[src/rtl/uart_alu_top_pkg.sv]
// ---------------------------------------------------------------------------
// uart_alu_top_pkg
// Shared definitions for the serial-controlled ALU: opcode encodings,
// UART RX/TX state encodings and the operand-sequencing FSM encodings.
// ---------------------------------------------------------------------------
package uart_alu_top_pkg;

   localparam int unsigned OP_W = 6;

   // ALU opcodes (6-bit function field)
   localparam logic [OP_W-1:0] OP_ADD = 6'b100000;
   localparam logic [OP_W-1:0] OP_SUB = 6'b100010;
   localparam logic [OP_W-1:0] OP_AND = 6'b100100;
   localparam logic [OP_W-1:0] OP_OR  = 6'b100101;
   localparam logic [OP_W-1:0] OP_XOR = 6'b100110;
   localparam logic [OP_W-1:0] OP_NOR = 6'b100111;
   localparam logic [OP_W-1:0] OP_SRA = 6'b000011;
   localparam logic [OP_W-1:0] OP_SRL = 6'b000010;

   // Shared by the receiver and the transmitter
   typedef enum logic [1:0] {
      UART_IDLE  = 2'd0,
      UART_START = 2'd1,
      UART_DATA  = 2'd2,
      UART_STOP  = 2'd3
   } uart_state_e;

   // Operand/opcode collection sequence
   typedef enum logic [1:0] {
      IF_WAIT_A  = 2'd0,
      IF_WAIT_B  = 2'd1,
      IF_WAIT_OP = 2'd2,
      IF_SEND    = 2'd3
   } if_state_e;

endpackage : uart_alu_top_pkg

[src/rtl/uart_alu_top_alu_unit.sv]
// ---------------------------------------------------------------------------
// alu_unit
// Purely combinational N_BITS-wide ALU. Carry/borrow are discarded and
// unknown opcodes yield zero.
//   i_a, i_b  : operands
//   i_op      : 6-bit opcode
//   o_result  : N_BITS-wide result
// ---------------------------------------------------------------------------
module alu_unit #(
   parameter int unsigned N_BITS = 8
) (
   input  logic [N_BITS-1:0]                   i_a,
   input  logic [N_BITS-1:0]                   i_b,
   input  logic [uart_alu_top_pkg::OP_W-1:0]   i_op,
   output logic [N_BITS-1:0]                   o_result
);
   import uart_alu_top_pkg::*;

   // Shifts by N_BITS or more saturate to sign fill (SRA) or zero (SRL)
   always_comb begin
      o_result = '0;
      case (i_op)
         OP_ADD:  o_result = i_a + i_b;
         OP_SUB:  o_result = i_a - i_b;
         OP_AND:  o_result = i_a & i_b;
         OP_OR:   o_result = i_a | i_b;
         OP_XOR:  o_result = i_a ^ i_b;
         OP_NOR:  o_result = ~(i_a | i_b);
         OP_SRA:  o_result = N_BITS'($signed(i_a) >>> i_b);
         OP_SRL:  o_result = i_a >> i_b;
         default: o_result = '0;
      endcase
   end

endmodule : alu_unit

[src/rtl/uart_alu_top.sv]
// ---------------------------------------------------------------------------
// uart_alu_top
// Serial-controlled ALU. A UART receiver collects operand A, operand B and
// the opcode (three 8N1 frames), the ALU result is sent back as one frame.
// Oversampling baud generator, RX, sequencing FSM and TX live here.
//
// Ports:
//   i_clock        : system clock (single domain)
//   i_reset        : synchronous active-high reset
//   i_rx           : UART serial input, idles high
//   o_tx_done_tick : one-clock pulse when the TX stop bit completes
//   o_tx           : UART serial output, idles high
//
// Build option:
//   UART_FRAME_CHECK_EN - when defined, a frame whose stop bit samples low
//   is dropped (no rx_done, sequencer does not advance).
// ---------------------------------------------------------------------------
module uart_alu_top
   import uart_alu_top_pkg::*;
#(
   parameter int unsigned LIMITE   = 163,
   parameter int unsigned NB_CONTA = 8,
   parameter int unsigned N_BITS   = 8,
   parameter int unsigned N_TICKS  = 16
) (
   input  logic i_clock,
   input  logic i_reset,
   input  logic i_rx,
   output logic o_tx_done_tick,
   output logic o_tx
);

   localparam int unsigned TICK_W = $clog2(N_TICKS);
   localparam int unsigned BIT_W  = (N_BITS > 1) ? $clog2(N_BITS) : 1;

   // ---------------- baud tick generator ----------------
   logic [NB_CONTA-1:0] r_baud_cnt;
   logic                w_tick;

   assign w_tick = (r_baud_cnt == NB_CONTA'(LIMITE - 1));

   always_ff @(posedge i_clock) begin
      if (i_reset)     r_baud_cnt <= '0;
      else if (w_tick) r_baud_cnt <= '0;
      else             r_baud_cnt <= r_baud_cnt + NB_CONTA'(1);
   end

   // ---------------- input synchronizer ----------------
   logic [1:0] r_rx_sync;
   logic       w_rx;

   always_ff @(posedge i_clock) begin
      if (i_reset) r_rx_sync <= 2'b11;
      else         r_rx_sync <= {r_rx_sync[0], i_rx};
   end

   assign w_rx = r_rx_sync[1];

   // ---------------- receiver ----------------
   uart_state_e          r_rx_state,  w_rx_state_nxt;
   logic [TICK_W-1:0]    r_rx_tick,   w_rx_tick_nxt;
   logic [BIT_W-1:0]     r_rx_bit,    w_rx_bit_nxt;
   logic [N_BITS-1:0]    r_rx_data,   w_rx_data_nxt;
   logic                 r_rx_done,   w_rx_done_nxt;

   // START waits half a bit to land mid-bit; later states step a full bit
   always_comb begin
      w_rx_state_nxt = r_rx_state;
      w_rx_tick_nxt  = r_rx_tick;
      w_rx_bit_nxt   = r_rx_bit;
      w_rx_data_nxt  = r_rx_data;
      w_rx_done_nxt  = 1'b0;
      case (r_rx_state)
         UART_IDLE: begin
            if (!w_rx) begin
               w_rx_state_nxt = UART_START;
               w_rx_tick_nxt  = '0;
            end
         end
         UART_START: begin
            if (w_tick) begin
               if (r_rx_tick == TICK_W'(N_TICKS / 2 - 1)) begin
                  w_rx_tick_nxt = '0;
                  if (!w_rx) begin
                     w_rx_state_nxt = UART_DATA;
                     w_rx_bit_nxt   = '0;
                  end else begin
                     // line went back high: glitch, not a start bit
                     w_rx_state_nxt = UART_IDLE;
                  end
               end else begin
                  w_rx_tick_nxt = r_rx_tick + TICK_W'(1);
               end
            end
         end
         UART_DATA: begin
            if (w_tick) begin
               if (r_rx_tick == TICK_W'(N_TICKS - 1)) begin
                  w_rx_tick_nxt = '0;
                  w_rx_data_nxt = {w_rx, r_rx_data[N_BITS-1:1]};
                  if (r_rx_bit == BIT_W'(N_BITS - 1)) w_rx_state_nxt = UART_STOP;
                  else                                w_rx_bit_nxt   = r_rx_bit + BIT_W'(1);
               end else begin
                  w_rx_tick_nxt = r_rx_tick + TICK_W'(1);
               end
            end
         end
         UART_STOP: begin
            if (w_tick) begin
               if (r_rx_tick == TICK_W'(N_TICKS - 1)) begin
                  // here the line is at the middle of the stop bit
                  w_rx_state_nxt = UART_IDLE;
                  w_rx_tick_nxt  = '0;
`ifdef UART_FRAME_CHECK_EN
                  w_rx_done_nxt  = w_rx;
`else
                  w_rx_done_nxt  = 1'b1;
`endif
               end else begin
                  w_rx_tick_nxt = r_rx_tick + TICK_W'(1);
               end
            end
         end
         default: w_rx_state_nxt = UART_IDLE;
      endcase
   end

   always_ff @(posedge i_clock) begin
      if (i_reset) begin
         r_rx_state <= UART_IDLE;
         r_rx_tick  <= '0;
         r_rx_bit   <= '0;
         r_rx_data  <= '0;
         r_rx_done  <= 1'b0;
      end else begin
         r_rx_state <= w_rx_state_nxt;
         r_rx_tick  <= w_rx_tick_nxt;
         r_rx_bit   <= w_rx_bit_nxt;
         r_rx_data  <= w_rx_data_nxt;
         r_rx_done  <= w_rx_done_nxt;
      end
   end

   // ---------------- operand sequencer ----------------
   if_state_e            r_if_state, w_if_state_nxt;
   logic [N_BITS-1:0]    r_a,        w_a_nxt;
   logic [N_BITS-1:0]    r_b,        w_b_nxt;
   logic [OP_W-1:0]      r_op,       w_op_nxt;
   logic                 w_tx_start;
   logic [N_BITS-1:0]    w_alu_result;

   // SEND never waits on TX: the next request is at least three frames away
   always_comb begin
      w_if_state_nxt = r_if_state;
      w_a_nxt        = r_a;
      w_b_nxt        = r_b;
      w_op_nxt       = r_op;
      w_tx_start     = 1'b0;
      case (r_if_state)
         IF_WAIT_A: begin
            if (r_rx_done) begin
               w_a_nxt        = r_rx_data;
               w_if_state_nxt = IF_WAIT_B;
            end
         end
         IF_WAIT_B: begin
            if (r_rx_done) begin
               w_b_nxt        = r_rx_data;
               w_if_state_nxt = IF_WAIT_OP;
            end
         end
         IF_WAIT_OP: begin
            if (r_rx_done) begin
               w_op_nxt       = r_rx_data[OP_W-1:0];
               w_if_state_nxt = IF_SEND;
            end
         end
         IF_SEND: begin
            w_tx_start     = 1'b1;
            w_if_state_nxt = IF_WAIT_A;
         end
         default: w_if_state_nxt = IF_WAIT_A;
      endcase
   end

   always_ff @(posedge i_clock) begin
      if (i_reset) begin
         r_if_state <= IF_WAIT_A;
         r_a        <= '0;
         r_b        <= '0;
         r_op       <= '0;
      end else begin
         r_if_state <= w_if_state_nxt;
         r_a        <= w_a_nxt;
         r_b        <= w_b_nxt;
         r_op       <= w_op_nxt;
      end
   end

   // ---------------- ALU ----------------
   alu_unit #(
      .N_BITS (N_BITS)
   ) u_alu (
      .i_a      (r_a),
      .i_b      (r_b),
      .i_op     (r_op),
      .o_result (w_alu_result)
   );

   // ---------------- transmitter ----------------
   uart_state_e          r_tx_state, w_tx_state_nxt;
   logic [TICK_W-1:0]    r_tx_tick,  w_tx_tick_nxt;
   logic [BIT_W-1:0]     r_tx_bit,   w_tx_bit_nxt;
   logic [N_BITS-1:0]    r_tx_shift, w_tx_shift_nxt;
   logic                 r_tx,       w_tx_nxt;
   logic                 r_tx_done,  w_tx_done_nxt;

   // Line level is derived from the next state so o_tx is registered
   always_comb begin
      w_tx_state_nxt = r_tx_state;
      w_tx_tick_nxt  = r_tx_tick;
      w_tx_bit_nxt   = r_tx_bit;
      w_tx_shift_nxt = r_tx_shift;
      w_tx_done_nxt  = 1'b0;
      w_tx_nxt       = 1'b1;
      case (r_tx_state)
         UART_IDLE: begin
            if (w_tx_start) begin
               w_tx_state_nxt = UART_START;
               w_tx_tick_nxt  = '0;
               w_tx_shift_nxt = w_alu_result;
            end
         end
         UART_START: begin
            if (w_tick) begin
               if (r_tx_tick == TICK_W'(N_TICKS - 1)) begin
                  w_tx_state_nxt = UART_DATA;
                  w_tx_tick_nxt  = '0;
                  w_tx_bit_nxt   = '0;
               end else begin
                  w_tx_tick_nxt = r_tx_tick + TICK_W'(1);
               end
            end
         end
         UART_DATA: begin
            if (w_tick) begin
               if (r_tx_tick == TICK_W'(N_TICKS - 1)) begin
                  w_tx_tick_nxt  = '0;
                  w_tx_shift_nxt = r_tx_shift >> 1;
                  if (r_tx_bit == BIT_W'(N_BITS - 1)) w_tx_state_nxt = UART_STOP;
                  else                                w_tx_bit_nxt   = r_tx_bit + BIT_W'(1);
               end else begin
                  w_tx_tick_nxt = r_tx_tick + TICK_W'(1);
               end
            end
         end
         UART_STOP: begin
            if (w_tick) begin
               if (r_tx_tick == TICK_W'(N_TICKS - 1)) begin
                  w_tx_state_nxt = UART_IDLE;
                  w_tx_tick_nxt  = '0;
                  w_tx_done_nxt  = 1'b1;
               end else begin
                  w_tx_tick_nxt = r_tx_tick + TICK_W'(1);
               end
            end
         end
         default: w_tx_state_nxt = UART_IDLE;
      endcase

      case (w_tx_state_nxt)
         UART_START: w_tx_nxt = 1'b0;
         UART_DATA:  w_tx_nxt = w_tx_shift_nxt[0];
         default:    w_tx_nxt = 1'b1;
      endcase
   end

   always_ff @(posedge i_clock) begin
      if (i_reset) begin
         r_tx_state <= UART_IDLE;
         r_tx_tick  <= '0;
         r_tx_bit   <= '0;
         r_tx_shift <= '0;
         r_tx       <= 1'b1;
         r_tx_done  <= 1'b0;
      end else begin
         r_tx_state <= w_tx_state_nxt;
         r_tx_tick  <= w_tx_tick_nxt;
         r_tx_bit   <= w_tx_bit_nxt;
         r_tx_shift <= w_tx_shift_nxt;
         r_tx       <= w_tx_nxt;
         r_tx_done  <= w_tx_done_nxt;
      end
   end

   assign o_tx           = r_tx;
   assign o_tx_done_tick = r_tx_done;

endmodule : uart_alu_top

[config.mk]
export PLATFORM = sky130hd
export DESIGN_NAME = uart_alu_top
export DESIGN_NICKNAME = d
export VERILOG_FILES = /design/src/rtl/uart_alu_top_pkg.sv /design/src/rtl/uart_alu_top_alu_unit.sv /design/src/rtl/uart_alu_top.sv
export SDC_FILE = /design/constraint.sdc
export NUM_CORES = 1
export LEC_CHECK = 0
export BUFFER_PORTS_ARGS = -buffer_cell sky130_fd_sc_hd__buf_2
export CORE_UTILIZATION = 55
export DETAILED_ROUTE_END_ITERATION = 8
export GPL_TIMING_DRIVEN = 1
export PLACE_DENSITY = 0.71
export SLEW_MARGIN = 5
export SYNTH_ARGS = -nofsm -noshare
export SYNTH_HDL_FRONTEND = slang
export SYNTH_HIERARCHICAL = 1
export SYNTH_SLANG_ARGS = --single-unit
export TNS_END_PERCENT = 100
[constraint.sdc]
create_clock -name i_clock -period 3.65 [get_ports i_clock]
set_input_delay 0.73 -clock i_clock [delete_from_list [all_inputs] [get_ports i_clock]]
set_output_delay 0.73 -clock i_clock [all_outputs]
set_load 0.05 [all_outputs]
Word-level counts from Yosys, hierarchy flattened
Index checks and enable logic that the tools add are counted.
{ "word_totals": {"inputBits": 3, "regBits": 71} }
{ "classes": {"n_bitwise": 7, "n_reduce_logical": 22, "muxes": 55, "eq_ne": 46, "add_sub_neg": 7, "shifts": 2} }
{ "op_table": {"columns": ["cell", "count"], "rows": [
  ["$pmux 8 s8", 1],
  ["$mux 2", 20],
  ["$ne 2x2->1 const B", 19],
  ["$eq 6x6->1 const B", 6],
  ["$mux 3", 11],
  ["$mux 4", 8],
  ["$mux 8", 3],
  ["$pmux 2 s4", 3],
  ["$pmux 8 s2", 1],
  ["$eq 2x2->1 const B", 7],
  ["$eq 6x2->1 const B", 2],
  ["$pmux 3 s2", 2],
  ["$pmux 4 s3", 1],
  ["$reduce_and 3->1", 3],
  ["$reduce_or 3->1", 3],
  ["$add 4x1->4 const B", 2],
  ["$add 8x1->8 const B", 1],
  ["$add 8x8->8", 1],
  ["$and 8x8->8", 1],
  ["$eq 2x1->1 const B", 4],
  ["$eq 4x4->1 const B", 2],
  ["$eq 8x8->1 const B", 1],
  ["$not 8->8", 1],
  ["$or 8x8->8", 1],
  ["other kinds (20)", 35]
]} }

Depth between registers and ports, before layout
{ "depth": {"ltp_word": 7, "depth_mapped": 14, "depth_no_buf": 13} }

Hierarchy
The synthesis kept the hierarchy.
{ "by_module_without_submodules": {"columns": ["mod", "cells_each", "area_each_um2", "seq_area_each_um2", "instances"], "rows": [
  ["uart_alu_top", 363, 3105.5, 1421.4, 1],
  ["alu_unit", 216, 1586.5, 0.0, 1]
]} }

Worst setup path before layout
Ideal clock, no wire load.
{ "synth_timing": {"path_type": "reg2reg", "startpoint": "register r_b[0]", "endpoint": "register r_tx_shift[5]", "setup_ns": 0.070, "required_time_ns": 3.580, "t_arrival_ns": 2.786, "period_less_slack_ns": 2.856, "setup_slack_ns": 0.794, "stages_incl_launch_ff": 15, "path_buffers": 2, "path_cell_list": "dfxtp_1 buf_6 clkbuf_1 inv_1 ha_1 a21o_1 inv_1 ha_1 nor2b_1 o31a_1 o21a_1 o21a_1 o31ai_1 a22oi_1 a21oi_1"} }
{ "synth_via": {"elab_chain_len": 4} }
{ "synth_lines": {"columns": ["item", "line_no", "rtl"], "rows": [
  ["start, declared", "uart_alu_top.sv:147", "logic [N_BITS-1:0] r_b, w_b_nxt;"],
  ["start signal, assigned", "uart_alu_top.sv:195", "r_b <= w_b_nxt;"],
  ["$sub 8x8->8, or another cell as far along", "uart_alu_top_alu_unit.sv:24", "OP_SUB: o_result = i_a - i_b;"],
  ["$pmux 8 s8 *", "uart_alu_top_alu_unit.sv:22", "case (i_op)"],
  ["net w_alu_result[5]", "uart_alu_top.sv:150", "logic [N_BITS-1:0] w_alu_result;"],
  ["$mux 8 *", "uart_alu_top.sv:228", "if (w_tx_start) begin"],
  ["$pmux 8 s2 *", "uart_alu_top.sv:226", "case (r_tx_state)"],
  ["end signal, assigned", "uart_alu_top.sv:290", "r_tx_shift <= w_tx_shift_nxt;"],
  ["end, declared", "uart_alu_top.sv:214", "logic [N_BITS-1:0] r_tx_shift, w_tx_shift_nxt;"]
]} }
The timed path passes the listed nets; every way through them passes the cells marked *. The select of a mux whose other input is x is not followed.
A chain may end at the register's enable or synchronous reset.

Worst setup path in the final report
{ "layout_timing": {"startpoint": "register r_op[3]", "endpoint": "register r_tx_shift[5]"} }
{ "layout_via": {"elab_chain_len": 4} }
{ "layout_lines": {"columns": ["item", "line_no", "rtl"], "rows": [
  ["start, declared", "uart_alu_top.sv:148", "logic [OP_W-1:0] r_op, w_op_nxt;"],
  ["start signal, assigned", "uart_alu_top.sv:196", "r_op <= w_op_nxt;"],
  ["$eq 6x2->1 / $eq 6x6->1 (equally long branches)", "uart_alu_top_alu_unit.sv:22", null],
  ["$pmux 8 s8 *", "uart_alu_top_alu_unit.sv:22", null],
  ["net w_alu_result[5]", "uart_alu_top.sv:150", null],
  ["$mux 8 *", "uart_alu_top.sv:228", null],
  ["$pmux 8 s2 *", "uart_alu_top.sv:226", null]
]} }
Marked as above.

==> key figures <==
Finish
  • Final #Nets: 613
  • Commonest non-fill, non-tap cell in the layout: dfxtp_1
  • Layout area overhead: 6.000%
  • Fillers: 778
  • Final Util: 60.53%
  • Commonest non-fill, non-tap cells in the layout: dfxtp_1, nand2_1, a21oi_1
  • Non-filler cells, final: 682
  • ANT cells: 0
  • Post-route cell area: 4974 um2
  • Share of layout cells above drive strength 1: 6.759%

STA
  • Worst-margin pin slew: 1036 ps
  • Slew headroom: 30.91%
  • Fin Setup TNS: 0 ps
  • RSZ-0062 raised after global routing: false
  • Max-slew violation count: 0
  • Final Setup Violations: 0
  • Final Hold Viols: 0
  • Peak Freq: 0.3196 GHz
  • Final worst path period share: 85.73%
  • Final Skew: around 17 ps
  • Period minus WS final: 3129 ps

Synthesis
  • Post-synthesis sequential area ratio: a little under a third
  • Async S/R FF share, synth: 0%
  • Synthesized cell area: 4692 um2
  • Post-Syn Instances: 579
  • Syn_area_per_cell: 8.104 um2
  • Seq cells post-synth: ~70
  • EDFF count, synth: 0
  • Synth cell types: 61
  • Synthesized Nets: 620
  • Ys flop type: dfxtp_1
  • Yosys warns: 6

Clock tree
  • Clk_lat worst skew: 360 ps
  • Post-cts sizing count: 0
  • Num CTS Buffers: 9
  • Sinks on Clock Net: between 70 and 80
  • Root Buffer: clkbuf_8
  • Post-CTS setup buffer count: 0
  • CTS Buffer Depth: 2
  • CTS tree: done
  • Hold buffer count at cts: 0
  • Clk pin slew, worst setup/hold paths: 90 ps
  • H-tree levels: 3

Placement
  • Dpl hpwl: around 8000 um
  • I/O Buffers: 4
  • Area post-placement: around 4800 um2
  • Placed cells: between 600 and 700
  • Final Wtd Congestion: 0.9965

Power and ir drop
  • PD cells: 301.4 nW/um2
  • Static leakage: 1.731 nW
  • Maximum vdd drop: 0.2604 mV

Hold path
  • Worst Hold End: r_rx_sync[1]$_SDFF_PP1_
  • Min-delay worst type: flip-flop to flip-flop
  • Worst hold start: r_rx_sync[0]$_SDFF_PP1_
  • Min-Delay Path Depth: 1

Drt
  • WL/cell: about 17 um
  • DRT antenna net count: 0
  • # DRC: 0
  • Drt first pass iters: 5
  • Initial DRC Count: 230
  • Drt total wl: 11290 um
  • Vias: 4252
  • Vias per inst: 6.235

Global routing
  • Largest net degree at the start of global routing: just under 60
  • Vias in the first global route: ~3700
  • Overall Global Routing Usage: 26.64%
  • GRT Residual Overflow: 0
  • First-pass GRT wire length: 18450 um
  • Initial antenna violation count: 0

Worst setup path
  • Crit path DAT: around 3400 ps
  • Setup slack, reg-to-reg: 520 ps
  • CP max FO: 5
  • Worst reg2reg endpoint: r_tx_shift[5]$_SDFFE_PP0P_
  • R2r worst-path depth: 13
  • Critical Path Source Type: flip-flop
  • RR Startpoint: r_op[3]$_SDFFE_PP0P_
  • Worst Setup End Kind: flip-flop
  • CP required: slightly below 4000 ps
  • Setup CP Type: flip-flop to flip-flop

Floorplan
  • Core area: 8217 um2
  • Die outline width: 94.36 um
  • Die Area: 8904 um2
  • DIE HEIGHT: 94.36 um
  • # rows: 33
  • Starting Density: between 50% and 60%
  • Ports: 5

Run status
  • Status: complete, no violations

Run
  • Max_cap viols: 0
==> worst max-delay path by stage <==
stage | start | endpoint | slack (ps)
global route | r_op[3]$_SDFFE_PP0P_ | r_tx_shift[5]$_SDFFE_PP0P_ | 330
floorplan | r_b[0]$_SDFFE_PP0P_ | r_tx_shift[5]$_SDFFE_PP0P_ | 790
detailed placement | r_op[3]$_SDFFE_PP0P_ | r_tx_shift[5]$_SDFFE_PP0P_ | 620
global placement | r_op[3]$_SDFFE_PP0P_ | r_tx_shift[5]$_SDFFE_PP0P_ | 720
finish | r_op[3]$_SDFFE_PP0P_ | r_tx_shift[5]$_SDFFE_PP0P_ | 520
CTS | r_op[3]$_SDFFE_PP0P_ | r_tx_shift[5]$_SDFFE_PP0P_ | 580
==> cells in the mapped netlist, drive strengths merged, types with 5 or more instances <==
cell type / number / area (um2)
o21a: 8 / 60.06
nand4: 5 / 31.28
and2: 6 / 37.54
clkbuf: 28 / 105.1
a211oi: 5 / 37.54
a22oi: 11 / 82.58
and3: 5 / 31.28
buf: 5 / 37.53
ha: 37 / 462.9
nor2b: 8 / 50.05
o31ai: 6 / 45.04
nor4: 5 / 43.79
a21oi: 51 / 255.2
xnor2: 14 / 122.6
or4: 6 / 48.80
inv: 21 / 78.83
nor3: 23 / 126.4
nand2: 60 / 225.2
o21ai: 21 / 105.1
nor2: 44 / 165.2
nand3: 35 / 175.2
nand2b: 11 / 68.82
xor2: 8 / 70.07
dfxtp: 71 / 1421
mux2i: 23 / 230.2
==> per-layer routing <==
| layer | track usage (%) | routed length [um] | up-vias |
|---|---|---|---|
| li1 | - | - | 2089 |
| met1 | 37.59 | 5371 | 2042 |
| met2 | 41.12 | 5156 | 106 |
| met3 | 5.878 | 608 | 15 |
| met4 | 6.538 | 155 | 0 |
| met5 | 0 | 0 | - |
==> critical path: stages, from the launching register on <==
cell and delay (ps):
dfxtp_1 340, nor4b_1 580, nand2_1 240, nor2_1 150, a21o_1 150, inv_1 60
ha_1 260, nor2b_1 140, o31a_1 280, o21a_1 210, o21a_1 170, o31ai_1 200
a22oi_1 120, a21oi_1 160
==> sequential cells by signal, indices dropped and copies added (netlist names), named ones only <==
signal          flops
r_a                 8
r_b                 8
r_baud_cnt          8
r_rx_data           8
r_tx_shift          8
r_op                6
r_rx_tick           4
r_tx_tick           4
r_rx_bit            3
r_tx_bit            3
r_if_state          2
r_rx_sync           2
r_tx_state          2
o_tx                1
o_tx_done_tick      1
r_rx_done           1
r_rx_state          1
==> logic make-up (layout without fill, tap and decap cells) <==
group                      Yosys count  in the layout  share of synthesized area [%]
xor gates and xnor gates            22             22                          4.107
and+or+nand+nor                    229            229                          24.72
buffers and inverters               55             53                          4.800
muxes                               28             28                          7.307
adders and majority gates           38             38                          10.29
DFF                                 71             71                          30.29
AOI/OAI and AO/OA                  136            136                          18.48
==> cell type report <==
class	instances	area, um2	area share (%)
multi-input combinational	453	3045	61.23
sequential	71	1421	28.58
clock buffer	10	137.6	2.767
tap	105	131.4	2.642
timing repair buffer	15	102.6	2.063
inverter	22	82.58	1.660
clock inverter	6	52.55	1.057
==> where the power goes <==
group	switching (W)	internal (W)	total [W]
Clock	0.000322	0.000275	0.000597
Combinational	0.0000736	0.0000316	0.000105
Sequential	0.0000117	0.000785	0.000797
Total	0.000407	0.00109	0.00150
==> stage by stage <==
stage | setup WS (ps) | hold WS [ps] | total power, W
floorplan | 794.0 | 389.5 | 0.0008952
global placement | 718.2 | 391.5 | 0.0009150
detailed placement | 615.2 | 404.0 | 0.0009190
CTS | 576.8 | 425.5 | 0.001514
global route | 334.2 | 432.2 | 0.001561
finish | 520.9 | 429.9 | 0.001499
Power figures use the tool's default switching activity.
